`config.mk`:
```
export PLATFORM = sky130hd
export DESIGN_NAME = skid_fifo
export DESIGN_NICKNAME = d
export VERILOG_FILES = /design/src/rtl/skid_pkg.sv /design/src/rtl/skid_fifo_mem.sv /design/src/rtl/skid_fifo.sv
export SDC_FILE = /design/constraint.sdc
export NUM_CORES = 1
export LEC_CHECK = 0
export ABC_AREA = 0
export CAP_MARGIN = 40
export CORE_MARGIN = 3
export CORE_UTILIZATION = 57
export DETAILED_ROUTE_END_ITERATION = 10
export PLACE_DENSITY = 0.84
export SLEW_MARGIN = 25
export SYNTH_ARGS = -nofsm -noshare
export SYNTH_HDL_FRONTEND = slang
export SYNTH_SLANG_ARGS = --single-unit
```
`constraint.sdc`:
```
create_clock -name i_clock -period 4.7 [get_ports i_clock]
set_input_delay 0.94 -clock i_clock [delete_from_list [all_inputs] [get_ports i_clock]]
set_output_delay 0.94 -clock i_clock [all_outputs]
set_load 0.01 [all_outputs]
```
`src/rtl/skid_pkg.sv`:
```
// ---------------------------------------------------------------------------
// skid_pkg
// Shared constants for the skid_fifo elastic buffer.
// - SKID_DEPTH_DEFAULT / SKID_WIDTH_DEFAULT : default geometry
// - LEVEL_W(depth) : bits needed to hold an occupancy count of 0..depth
// ---------------------------------------------------------------------------
package skid_pkg;

  localparam int SKID_DEPTH_DEFAULT = 4;
  localparam int SKID_WIDTH_DEFAULT = 16;

  // Occupancy runs 0..depth inclusive, so one more code than the pointer width.
  function automatic int LEVEL_W(input int depth);
    return $clog2(depth + 1);
  endfunction

endpackage

```
`src/rtl/skid_fifo_mem.sv`:
```
// ---------------------------------------------------------------------------
// skid_fifo_mem
// DEPTH x WIDTH register array with one synchronous write port and one
// asynchronous read port. The read address comes from a register in the
// parent, so the read data is a mux of flops and carries no input path.
// Ports:
//   i_clock    in   1      clock, rising edge
//   wr_en_i    in   1      write strobe
//   wr_addr_i  in   AW     write address
//   wr_data_i  in   WIDTH  write data
//   rd_addr_i  in   AW     read address (registered by the parent)
//   rd_data_o  out  WIDTH  word at rd_addr_i
// ---------------------------------------------------------------------------
module skid_fifo_mem #(
  parameter int WIDTH = 16,
  parameter int DEPTH = 4,
  parameter int AW    = $clog2(DEPTH)
) (
  input  logic             i_clock,
  input  logic             wr_en_i,
  input  logic [AW-1:0]    wr_addr_i,
  input  logic [WIDTH-1:0] wr_data_i,
  input  logic [AW-1:0]    rd_addr_i,
  output logic [WIDTH-1:0] rd_data_o
);

  logic [WIDTH-1:0] mem_q [DEPTH];

  // Storage write; contents need no reset because the level counter gates reads.
  always_ff @(posedge i_clock) begin
    if (wr_en_i) begin
      mem_q[wr_addr_i] <= wr_data_i;
    end
  end

  assign rd_data_o = mem_q[rd_addr_i];

endmodule

```
`src/rtl/skid_fifo.sv`:
```
// ---------------------------------------------------------------------------
// skid_fifo
// Parametrised ready/valid elastic buffer with occupancy level, almost-full
// flag and synchronous flush. All handshake outputs are registered and are
// computed from the next-state level, so there is no combinational path
// from i_out_ready to o_in_ready. Head data appears one edge after a push
// into an empty buffer (no fall-through).
// Ports:
//   i_clock        in   1         clock, rising edge
//   i_reset        in   1         synchronous active-high reset
//   i_flush        in   1         synchronous discard of all stored words
//   i_in_data      in   WIDTH     upstream data
//   i_in_valid     in   1         upstream valid
//   o_in_ready     out  1         upstream ready (registered)
//   o_out_data     out  WIDTH     head of queue
//   o_out_valid    out  1         downstream valid (registered)
//   i_out_ready    in   1         downstream ready
//   o_level        out  LEVEL_W   words stored (registered)
//   o_almost_full  out  1         level >= AFULL_THRESH (registered)
// ---------------------------------------------------------------------------
module skid_fifo
  import skid_pkg::*;
#(
  parameter int WIDTH        = SKID_WIDTH_DEFAULT,
  parameter int DEPTH        = SKID_DEPTH_DEFAULT,
  parameter int AFULL_THRESH = 3
) (
  input  logic                      i_clock,
  input  logic                      i_reset,
  input  logic                      i_flush,
  input  logic [WIDTH-1:0]          i_in_data,
  input  logic                      i_in_valid,
  output logic                      o_in_ready,
  output logic [WIDTH-1:0]          o_out_data,
  output logic                      o_out_valid,
  input  logic                      i_out_ready,
  output logic [LEVEL_W(DEPTH)-1:0] o_level,
  output logic                      o_almost_full
);

  localparam int AW = $clog2(DEPTH);
  localparam int LW = LEVEL_W(DEPTH);
  localparam logic [LW-1:0] DEPTH_L = LW'(DEPTH);
  localparam logic [LW-1:0] AFULL_L = LW'(AFULL_THRESH);

  // Elaboration-time parameter checks.
  if ((DEPTH < 2) || ((DEPTH & (DEPTH - 1)) != 0)) begin : g_bad_depth
    $error("skid_fifo: DEPTH must be a power of 2 and >= 2");
  end
  if ((AFULL_THRESH < 1) || (AFULL_THRESH > DEPTH)) begin : g_bad_afull
    $error("skid_fifo: AFULL_THRESH must be within 1..DEPTH");
  end

  logic [AW-1:0] wr_ptr_q, wr_ptr_d;
  logic [AW-1:0] rd_ptr_q, rd_ptr_d;
  logic [LW-1:0] level_q, level_d;
  logic          in_ready_q, in_ready_d;
  logic          out_valid_q, out_valid_d;
  logic          afull_q, afull_d;
  logic          push_s, pop_s, wr_en_s;

  // Handshakes are qualified by the registered flags, so full/empty are
  // decided by the level counter only; pointers just wrap naturally.
  assign push_s  = i_in_valid & in_ready_q;
  assign pop_s   = out_valid_q & i_out_ready;
  assign wr_en_s = push_s & ~i_flush & ~i_reset;

  // Next-state pointers, level and flags; flush beats push and pop.
  always_comb begin
    wr_ptr_d = wr_ptr_q;
    rd_ptr_d = rd_ptr_q;
    level_d  = level_q;
    if (i_flush) begin
      wr_ptr_d = '0;
      rd_ptr_d = '0;
      level_d  = '0;
    end else begin
      if (push_s) begin
        wr_ptr_d = wr_ptr_q + AW'(1);
      end else begin
        wr_ptr_d = wr_ptr_q;
      end
      if (pop_s) begin
        rd_ptr_d = rd_ptr_q + AW'(1);
      end else begin
        rd_ptr_d = rd_ptr_q;
      end
      case ({push_s, pop_s})
        2'b10:   level_d = level_q + LW'(1);
        2'b01:   level_d = level_q - LW'(1);
        default: level_d = level_q;
      endcase
    end
    in_ready_d  = (level_d < DEPTH_L);
    out_valid_d = (level_d != '0);
    afull_d     = (level_d >= AFULL_L);
  end

  // State registers with synchronous reset that dominates everything else.
  always_ff @(posedge i_clock) begin
    if (i_reset) begin
      wr_ptr_q    <= '0;
      rd_ptr_q    <= '0;
      level_q     <= '0;
      in_ready_q  <= 1'b1;
      out_valid_q <= 1'b0;
      afull_q     <= 1'b0;
    end else begin
      wr_ptr_q    <= wr_ptr_d;
      rd_ptr_q    <= rd_ptr_d;
      level_q     <= level_d;
      in_ready_q  <= in_ready_d;
      out_valid_q <= out_valid_d;
      afull_q     <= afull_d;
    end
  end

  skid_fifo_mem #(
    .WIDTH (WIDTH),
    .DEPTH (DEPTH),
    .AW    (AW)
  ) u_mem (
    .i_clock   (i_clock),
    .wr_en_i   (wr_en_s),
    .wr_addr_i (wr_ptr_q),
    .wr_data_i (i_in_data),
    .rd_addr_i (rd_ptr_q),
    .rd_data_o (o_out_data)
  );

  assign o_in_ready    = in_ready_q;
  assign o_out_valid   = out_valid_q;
  assign o_level       = level_q;
  assign o_almost_full = afull_q;

endmodule

```
==> impl_metrics.py <==
metrics = {
    "run_status": {
        "status": "completed",
    },
    "routing": {
        "drt-total-wl_mm": 5.197,
        "avgRoutedWirePerCell_um": 19.84,
        "dr_total_vias": 1448,
        "firstDrtPassIters": 4,
        "drtAntennaViolNets": 0,
        "drt_iter0_markers": 129,
        "drcViolationCount": 0,
        "avgViaCountPerCell": 5.527,
    },
    "critical_path": {
        "cp-end-kind": "primary output",
        "r2r_cells": 7,
        "worst-path-max-fanout": 16,
        "critPathMaxStageDelay_ns": 0.70,
        "path_cells": "mux4_2 -> clkdlybuf4s50_1",
        "path_class": "flip-flop to primary output",
        "worstPathArrival_ns": 2.17,
        "r2r-start": "o_in_ready",
        "setup.worst_path.end": "o_out_data[4]",
        "rrSetupSlack_ns": 2.50,
        "r2r_end": "o_in_ready",
        "critPathLaunchType": "flip-flop",
        "cp.required_ns": 3.76,
        "slowest_stage": "dfxtp_2",
    },
    "synthesis": {
        "synth_edf_count": 64,
        "syn_area_um2": 2853,
        "synth_ff_type": "edfxtp_1",
        "yosysTopAreaCellShare": 0.6737,
        "avgSynthCellArea_um2": 20.52,
        "yosysWarnings": 0,
        "synth_area_leaders": "edfxtp_1 (67%), mux4_2 (13%), dfxtp_1 (8.4%)",
        "synth_seq_area_share": 0.7579,
        "synth-seq-cells": 76,
        "yosys.cell_types.count": 26,
        "syn-num-nets": 166,
        "syn-instance-count": 139,
        "synthArstFlopShare": 0,
        "yosysTopAreaCell": "edfxtp_1",
    },
    "placement": {
        "place.gp.congestion": 0.7348,
        "placed_cells": 242,
        "hpwl_mm": 3.256,
        "port_buffers": 42,
    },
    "worst_hold_path": {
        "min_path_type": "flip-flop to flip-flop",
    },
    "clocking": {
        "cts_resized": 0,
        "cts_max_level": 3,
        "holdBufCountCts": 0,
        "cts-root-buf": "clkbuf_8",
        "clkLatencyLatePin_ns": 0.33,
        "clockBufferDepth": 2,
        "clock-sinks": 76,
        "post-cts-setup-buffer-count": 0,
        "cts_tree": "yes",
        "clk_pin_slew_worst_paths_ns": 0.07,
        "cts_buffers": 9,
    },
    "timing": {
        "worst_pin_slew_ns": 0.8043,
        "setup_viol": 0,
        "rsz0062_at_grt": "false",
        "hold_violations": 0,
        "setup-tns-final_ns": 0,
        "relSlewSlack": 0.4638,
        "skew_ns": 0.004175,
        "timing.hold.ws_ns": 0.5396,
        "drv_slew": 0,
        "period_share": 0.6608,
        "period_needed_ns": 3.106,
        "clock.fmax_mhz": 322.0,
    },
    "cells_and_area": {
        "antenna_cells": 0,
        "multi_input_area_um2": 643.1,
        "nFillCells": 274,
        "final_nets": 217,
        "instances_no_fill": 262,
        "register_area_um2": 2163,
        "mostFrequentLayoutCells": "edfxtp_1 (64), clkdlybuf4s50_1 (42), mux4_2 (16)",
        "syn_to_final_growth_pct": 26.23,
        "final_common_cell": "edfxtp_1",
        "drive_above_1_share": 0.1846,
    },
    "floorplanning": {
        "initial_core_util": 0.5961,
        "fp-row-count": 25,
        "die_h_um": 76.75,
        "dieArea_um2": 5890,
        "num_io_pins": 43,
        "dieWidth_um": 76.75,
        "core_area_um2": 4786,
    },
    "job": {
        "maxCapViolCount": 0,
    },
    "power_and_ir_drop": {
        "peakVddDrop_uv": 218.2,
        "leakagePower_uw": 0.001204,
        "netSwitchingFraction": 0.1824,
        "p_sw_uw": 251.6,
        "combPwrFrac": 0.050,
        "pwr-share-seq": 0.540,
        "power_density_nw_per_um2": 383.1,
        "clockPowerShare": 0.410,
        "p_int_uw": 1128,
    },
    "global_routing": {
        "antenna_found_initial": 0,
        "grt-ovfl-total": 0,
        "grt_pass1_wl_mm": 8.273,
        "grt_pass1_vias": 1593,
        "grt_use_total": 0.1913,
        "grt_max_degree": 17,
    },
}
cells in the mapped netlist (all sizes together) (3+ instances only):
cell type  instances
xnor2              4
nand3              3
nand2              3
buf                4
edfxtp            64
ha                 5
nor2               5
inv                3
and2               5
dfxtp             12
and3               4
mux4              16
worst min-delay path by stage:
stage	start	endpoint	slack (ns)	cells past startpoint
floorplan	wr_ptr_q[1]	wr_ptr_q[1]	0.47	2
global placement	wr_ptr_q[1]	wr_ptr_q[1]	0.49	2
detailed placement	rd_ptr_q[0]	flip-flop	0.52	2
CTS	wr_ptr_q[1]	wr_ptr_q[1]	0.54	2
global route	wr_ptr_q[1]	wr_ptr_q[1]	0.57	2
finish	rd_ptr_q[0]	flip-flop	0.54	2
state kept, by name, summed over array words and instances (netlist names), named ones only:
name / cells
rd_ptr_q: 2
o_level: 3
u_mem.mem_q: 64
wr_ptr_q: 2
o_out_valid: 1
o_almost_full: 1
o_in_ready: 1
routing by layer:
layer  share of wire  wire (um)  track usage
met1            0.39       2052       0.2249
met2            0.54       2784       0.3284
met3           0.052        270      0.05634
met4           0.017         89      0.07971
met5               0          0            0
critical path: cells and delay by family (launching register included):
kind	cells	cell delay (ns)
flip-flops	1	0.70
buffers and inverters	1	0.50
multiplexers	1	0.62
logic make-up (layout without fill, tap and decap cells):
kind of cell,count (synthesis),in the layout,share of synthesized area
simple gates,23,23,0.04474
flops,76,76,0.7579
xor+xnor,5,5,0.01535
fa+ha+maj,6,6,0.02895
mux,17,17,0.1303
compound gates,3,3,0.006138
buf+inv,9,65,0.01666
power groups by stage:
stage / Combinational, uW / Clock [uW] / Sequential (uW)
CTS: 69.4 / 576 / 745
detailed placement: 68.6 / 0 / 760
global route: 74.9 / 606 / 746
global placement: 65.7 / 0 / 759
floorplan: 29.4 / 0 / 758
finish: 69.3 / 565 / 745
final cells by class:
| class | instances | share of cell area |
|---|---|---|
| flip-flops and latches | 76 | 0.6008 |
| clock inverters | 6 | 0.02849 |
| well taps | 67 | 0.02328 |
| repair buffers | 46 | 0.1303 |
| inverters | 3 | 0.003127 |
| clock buffers | 10 | 0.03544 |
| multi-input cells | 54 | 0.1786 |
per-stage QoR:
stage	total power [uW]	utilization	setup slack, ns	cell area, um2
floorplan	787.3	-	1.952	2853
global placement	824.5	0.6939	1.541	3321
detailed placement	828.8	0.6941	1.416	3322
CTS	1391	0.7422	1.523	3552
global route	1427	0.7524	1.446	3601
finish	1379	0.7524	1.594	3601
No activity file was read; power rests on OpenSTA's default activity.
